`config.mk`:
```
export PLATFORM = sky130hd
export DESIGN_NAME = trng_apt_window
export DESIGN_NICKNAME = d
export VERILOG_FILES = /design/src/rtl/trng_pkg.sv /design/src/rtl/trng_apt_window.sv
export SDC_FILE = /design/constraint.sdc
export NUM_CORES = 1
export LEC_CHECK = 0
export BUFFER_PORTS_ARGS = -buffer_cell sky130_fd_sc_hd__buf_2
export CAP_MARGIN = 15
export CORE_MARGIN = 2
export CORE_UTILIZATION = 60
export DETAILED_ROUTE_END_ITERATION = 10
export GPL_TIMING_DRIVEN = 0
export PLACE_DENSITY_LB_ADDON = 0.15
export SLEW_MARGIN = 5
export SYNTH_ARGS = -nofsm -noshare
export SYNTH_HDL_FRONTEND = slang
export SYNTH_SLANG_ARGS = --single-unit
```
`constraint.sdc`:
```
create_clock -name clk -period 3.3 [get_ports clk]
set_input_delay 0.99 -clock clk [delete_from_list [all_inputs] [get_ports clk]]
set_output_delay 0.99 -clock clk [all_outputs]
set_load 0.02 [all_outputs]
```
`src/rtl/trng_pkg.sv`:
```
// Shared types and default limits for the TRNG online health test
// (RCT/APT per NIST SP 800-90B).
package trng_pkg;

  typedef enum logic [1:0] {
    IDLE = 2'd0,
    RUN  = 2'd1,
    DEAD = 2'd2
  } ht_state_e;

  localparam int unsigned DEFAULT_RCT_CUTOFF = 21;
  localparam int unsigned DEFAULT_APT_WINDOW = 1024;
  localparam int unsigned DEFAULT_APT_CUTOFF = 589;
  localparam int unsigned DEFAULT_MAX_FAILS  = 4;

endpackage

```
`src/rtl/trng_apt_window.sv`:
```
// Adaptive Proportion Test window: reference bit, match count and window
// position. Flags a failure or a window completion for the current sample.
module trng_apt_window
  import trng_pkg::*;
#(
  parameter int unsigned APT_WINDOW = DEFAULT_APT_WINDOW,
  parameter int unsigned APT_CUTOFF = DEFAULT_APT_CUTOFF
) (
  input  logic clk,
  input  logic rst_n,
  input  logic sample,
  input  logic sample_bit,
  input  logic clear,
  output logic apt_fail,
  output logic win_done
);

  localparam int unsigned APT_W = $clog2(APT_CUTOFF + 1);
  localparam int unsigned WIN_W = $clog2(APT_WINDOW + 1);

  logic             ref_q, ref_d;
  logic [APT_W-1:0] apt_cnt_q, apt_cnt_d;
  logic [WIN_W-1:0] win_cnt_q, win_cnt_d;

  // win_cnt == 0 marks "no window open": the next sample becomes the reference
  always_comb begin
    ref_d     = ref_q;
    apt_cnt_d = apt_cnt_q;
    win_cnt_d = win_cnt_q;
    apt_fail  = 1'b0;
    win_done  = 1'b0;
    if (sample) begin
      if (win_cnt_q == '0) begin
        ref_d     = sample_bit;
        apt_cnt_d = APT_W'(1);
        win_cnt_d = WIN_W'(1);
      end else begin
        win_cnt_d = win_cnt_q + 1'b1;
        if (sample_bit == ref_q) begin
          apt_cnt_d = apt_cnt_q + 1'b1;
        end
      end
      apt_fail = (apt_cnt_d == APT_W'(APT_CUTOFF));
      win_done = (win_cnt_d == WIN_W'(APT_WINDOW));
    end
  end

  always_ff @(posedge clk or negedge rst_n) begin
    if (!rst_n) begin
      ref_q     <= 1'b0;
      apt_cnt_q <= '0;
      win_cnt_q <= '0;
    end else begin
      ref_q <= ref_d;
      if (clear || win_done) begin
        apt_cnt_q <= '0;
        win_cnt_q <= '0;
      end else begin
        apt_cnt_q <= apt_cnt_d;
        win_cnt_q <= win_cnt_d;
      end
    end
  end

endmodule

```
After elaboration in Yosys (flattened, before gate mapping)
Index checks and enable logic that the tools add are counted.
Widths: inputs -> output; s select.
{"block": "word_totals", "register_bits": 22, "word_cells": 23}
{"block": "op_classes", "add_sub_neg": 2, "n_eq_ne": 3, "muxes": 11, "reduce_logical": 4}
{"op": "$mux 10", "count": 5}
{"op": "$mux 11", "count": 4}
{"op": "$add 11x1->11 const B", "count": 1}
{"op": "$eq 11x11->1 const B", "count": 1}
{"op": "$logic_not 11->1", "count": 1}
{"op": "$add 10x1->10 const B", "count": 1}
{"op": "$eq 10x10->1 const B", "count": 1}
{"op": "$mux 1", "count": 2}
{"op": "$reduce_and 2->1", "count": 1}
{"op": "$reduce_bool 2->1", "count": 1}
{"op": "$eq 1x1->1", "count": 1}
{"op": "$logic_or 1x1->1", "count": 1}

Depth between registers and ports, before layout
{"block": "depth", "ltp_word": 7, "depth_mapped": 8}

Worst setup path before layout
No wires, ideal clock.
{"block": "synth_timing", "path_type": "input port to output port", "startpoint": "input sample_bit", "endpoint": "output apt_fail", "arrival_ns": 2.113, "required_ns": 2.310, "path_slack_ns": 0.197, "stages": 5, "n_path_buf": 0, "path_cell_list": "xor2_1 > nor4_1 > o311ai_0 > o21ai_0 > and4b_1"}
{"block": "synth_between", "elab_chain_len": 6}
{"item": "start: declaration", "line_no": "trng_apt_window.sv:12", "rtl": "input logic sample_bit,"}
{"item": "$eq 1x1->1", "line_no": "trng_apt_window.sv:39", "rtl": "if (sample_bit == ref_q) begin"}
{"item": "$mux 10", "line_no": "trng_apt_window.sv:39"}
{"item": "$mux 10", "line_no": "trng_apt_window.sv:33", "rtl": "if (win_cnt_q == '0) begin"}
{"item": "$mux 10", "line_no": "trng_apt_window.sv:32", "rtl": "if (sample) begin"}
{"item": "$eq 10x10->1", "line_no": "trng_apt_window.sv:43", "rtl": "apt_fail = (apt_cnt_d == APT_W'(APT_CUTOFF));"}
{"item": "$mux 1", "line_no": "trng_apt_window.sv:32"}
{"item": "end: declaration", "line_no": "trng_apt_window.sv:14", "rtl": "output logic apt_fail,"}
Every way passes these cells. The select of a mux whose other input is x is not followed.

Worst setup path after layout
{"block": "layout_timing", "startpoint": "register win_cnt_q[4]", "endpoint": "output apt_fail"}
{"block": "layout_between", "elab_chain_len": 5}
{"item": "start: declaration", "line_no": "trng_apt_window.sv:23", "rtl": "logic [WIN_W-1:0] win_cnt_q, win_cnt_d;"}
{"item": "start signal: assignment", "line_no": "trng_apt_window.sv:60", "rtl": "win_cnt_q <= win_cnt_d;"}
{"item": "$logic_not 11->1", "line_no": "trng_apt_window.sv:33"}
{"item": "$mux 10", "line_no": "trng_apt_window.sv:33"}
{"item": "$mux 10", "line_no": "trng_apt_window.sv:32"}
{"item": "$eq 10x10->1", "line_no": "trng_apt_window.sv:43"}
{"item": "$mux 1", "line_no": "trng_apt_window.sv:32"}
Every way passes these cells. The select of a mux whose other input is x is not followed.

==> results.yml <==
synthesis:
  ys_ff_latch: 22
  synth_cell_type_count: 39
  synth_seq_area_share_pct: 33.1
  synth_top_family_by_area: "simple AND/OR/NAND/NOR gates"
  synth_warnings: 0
  synth_fa_ha_area_share_pct: 3.01
  synth_xor_area_share_pct: 10.0
  syn_inst: 180
  synth-compound-area-share_pct: 16.0
  syn-cell-area_mm2: 0.00166
  syn-num-nets: 189
  synthMuxAreaShare_pct: 1.28
  synth_simple_gate_area_share_pct: 29.0
  avgSynthCellArea_um2: 9.23
job:
  drv_cap: 0
sta:
  hold_viol: 0
  skew_ns: 0.00424
  timing.final.ws_setup_ns: -0.0185
  fmax_ghz: 0.301
  rsz0062_at_grt: "yes"
  min_period_over_period_pct: 101
  maxSlewHeadroom_pct: 66.1
  holdWs_ns: 0.594
  report.final.slew_viol_count: 0
  worst_slew_pin_slew_ns: 0.504
  setup_violations: 1
  fin_crit_ns: 3.32
drt:
  dr.pass1.iters: 4
  drt_wl_total_um: 4340
  final_antenna_net_count: 0
  vias: 1575
  drc_errors: 0
  wl_per_cell_um: 17.4
  viasPerCell: 6.33
  initialDrtViolationCount: 59
floorplan:
  dieHeight_um: 56.6
  chipWidth_um: 56.6
  fp.coreArea_mm2: 0.00269
  start_util_pct: 61.9
  core.rowCount: 19
  die-area_mm2: 0.00321
  pin_count: 7
power_and_ir_drop:
  combPwrFrac_pct: 29.8
  powerDensity_mw_per_mm2: 282
  power_switching_uw: 187
  p_seq_share_pct: 49.1
  total_leakage_power_nw: 0.857
  power.internal_uw: 404
  p_sw_share_pct: 31.6
  peakVddDrop_mv: 0.308
  pwr-share-clk_pct: 21.1
cells_and_area:
  area_delta_synth_final_pct: 26.1
  diodes: 0
  regArea_um2: 554
  drive_above_1_share_pct: 40.8
  n_fill_cell: 178
  multi_input_area_mm2: 0.00109
  nNetsFinal: 229
  post-route-util_pct: 78.0
place:
  dpl.hpwl_um: 2510
  gp_congestion: 0.810
  port_buffers: 5
global_routing:
  grt_pass1_vias: 1537
  antenna_found_initial: 0
  grt_pass1_wl_um: 6840
  track_usage_pct: 27.8
  overflow: 0
  grt_start_max_net_pins: 23
clock_tree:
  cts_buffers: 3
  cts_tree: "yes"
  cts_buffer_depth: 2
  clk_latency_ns: 0.31
  clockRootBuffer: "clkbuf_4"
  htreeDepth: 1
  cts.sinks: 22
  clkTransAtPathRegs_ns: 0.12
worst_setup_path:
  cp.arrival_ns: 2.33
  cp-start-kind: "register"
  critical_path_peak_fanout: 5
  cp-end-kind: "primary output"
  critPathKind: "reg -> out"
  worst_ep_required_time_ns: 2.31
run_status:
  violations: "negative setup slack"
  outcome: "finished with violations"
min_path:
  hp-class: "reg -> reg"
critical path, stage by stage (launching register included):
cell	delay (ns)
dfrtp_2	0.46
or4_4	0.58
buf_6	0.14
o41ai_4	0.31
nor2_1	0.10
nand4_1	0.08
and4b_1	0.21
buf_6	0.13
per-layer routing:
layer	up-vias	GRT usage [%]	wire length, µm
met2	66	48.7	2300
met4	0	15.0	118
li1	734	-	-
met3	16	4.38	203
met1	759	32.3	1720
met5	-	0	0
cell usage after synthesis, drive strengths merged:
| master | count | area, µm² |
|---|---|---|
| dfrtp | 22 | 551 |
| nor2 | 21 | 96.3 |
| a21oi | 12 | 71.3 |
| nand3 | 12 | 60.1 |
| xor2 | 12 | 105 |
| buf | 11 | 101 |
| o21ai | 11 | 55.1 |
| nand2 | 10 | 37.5 |
| nand4 | 8 | 50.1 |
| xnor2 | 7 | 61.3 |
| nor3 | 6 | 30.0 |
| nor4 | 6 | 52.6 |
| or3 | 6 | 37.5 |
| inv | 5 | 18.8 |
| and4 | 4 | 38.8 |
| ha | 4 | 50.1 |
| a211oi | 3 | 22.5 |
| and3 | 3 | 21.3 |
| o311ai | 2 | 17.5 |
| o41ai | 2 | 55.1 |
| or4 | 2 | 18.8 |
| a221oi | 1 | 8.76 |
| a311oi | 1 | 15.0 |
| a32oi | 1 | 8.76 |
| and2b | 1 | 8.76 |
| and4b | 1 | 10.0 |
| clkbuf | 1 | 5.00 |
| mux2 | 1 | 11.3 |
| mux2i | 1 | 10.0 |
| o22ai | 1 | 12.5 |
| or2 | 1 | 6.26 |
| or4b | 1 | 13.8 |
kinds of logic after synthesis:
family / after synthesis
adder cells (fa/ha/maj): 4
AND/OR/NAND/NOR: 82
multiplexers: 2
flip-flops: 22
buffers and inverters: 17
XOR/XNOR: 19
AO/OA/AOI/OAI: 34
power groups by stage:
| stage | Combinational (mW) | Clock [mW] | Sequential [mW] |
|---|---|---|---|
| final | 0.176 | 0.125 | 0.290 |
| after floorplan | 0.0685 | 0 | 0.288 |
| after CTS | 0.152 | 0.123 | 0.290 |
| after detailed placement | 0.0958 | 0 | 0.290 |
| after global routing | 0.187 | 0.134 | 0.292 |
| after global placement | 0.0923 | 0 | 0.289 |
cell usage in the layout, fill, tap and decap left out, types with 2 or more instances in the layout:
| master | count |
|---|---|
| clkbuf_4 | 3 |
| nand4_1 | 8 |
| dfrtp_2 | 3 |
| ha_1 | 3 |
| inv_1 | 3 |
| nor3_1 | 6 |
| buf_2 | 3 |
| a211oi_1 | 3 |
| or3_1 | 5 |
| nor4_1 | 3 |
| nor2_2 | 7 |
| and3_2 | 2 |
| a21oi_1 | 8 |
| o41ai_4 | 2 |
| buf_4 | 34 |
| nand2_1 | 9 |
| xor2_1 | 11 |
| buf_6 | 8 |
| nor2_1 | 14 |
| and4_2 | 3 |
| a21oi_2 | 4 |
| inv_2 | 2 |
| nor4_2 | 2 |
| xnor2_1 | 6 |
| o21ai_0 | 10 |
| dfrtp_1 | 19 |
| nand3_1 | 12 |
flip-flops by register name (all words and copies together), names as in the netlist:
name,cells
apt_cnt_q,10
win_cnt_q,11
ref_q,1
what timing repair did:
action	in CTS	in global routing
hold buffers	0	0
gates resized for setup	13	12
gates cloned	1	0
buffers inserted	20	11
endpoints found under the setup margin	2	3
pin swaps	6	14
area by class of cell:
class                   count  share of cell area (%)
plain buffers              10                    4.36
well taps                  31                    1.85
inverters                   5                   0.896
repair buffers             36                    13.1
clock buffers               3                    1.08
multi-input cells         142                    52.3
flip-flops and latches     22                    26.5
path summary, 6_finish.rpt:
check | cells past startpoint | endpoint | slack [ns] | from
hold / removal | 2 | apt_cnt_q[9]$_DFFE_PN0P_ | 0.59 | apt_cnt_q[9]$_DFFE_PN0P_
hold reg to reg | 2 | apt_cnt_q[9]$_DFFE_PN0P_ | 0.59 | apt_cnt_q[9]$_DFFE_PN0P_
setup / recovery | 7 | apt_fail | -0.02 | win_cnt_q[4]$_DFFE_PN0P_
setup reg to reg | 18 | apt_cnt_q[8]$_DFFE_PN0P_ | 0.01 | win_cnt_q[4]$_DFFE_PN0P_
max in group asynchronous | 1 | win_cnt_q[1]$_DFFE_PN0P_ | 2.30 | rst_n
min in group asynchronous | 1 | apt_cnt_q[3]$_DFFE_PN0P_ | 0.62 | rst_n
stage by stage:
step	worst slack [ns]	instances	cell area, µm²	setup TNS (ns)	total power [mW]
2_1_floorplan	0.197	180	1660	0	0.356
3_3_place_gp	-0.170	216	1730	-0.170	0.382
3_5_place_dp	-0.158	216	1730	-0.158	0.386
4_1_cts	0.00176	240	1980	0	0.565
5_1_grt	-0.126	249	2090	-0.224	0.613
6_report	-0.0185	249	2090	-0.0185	0.591
No activity file was read; power rests on OpenSTA's default activity.
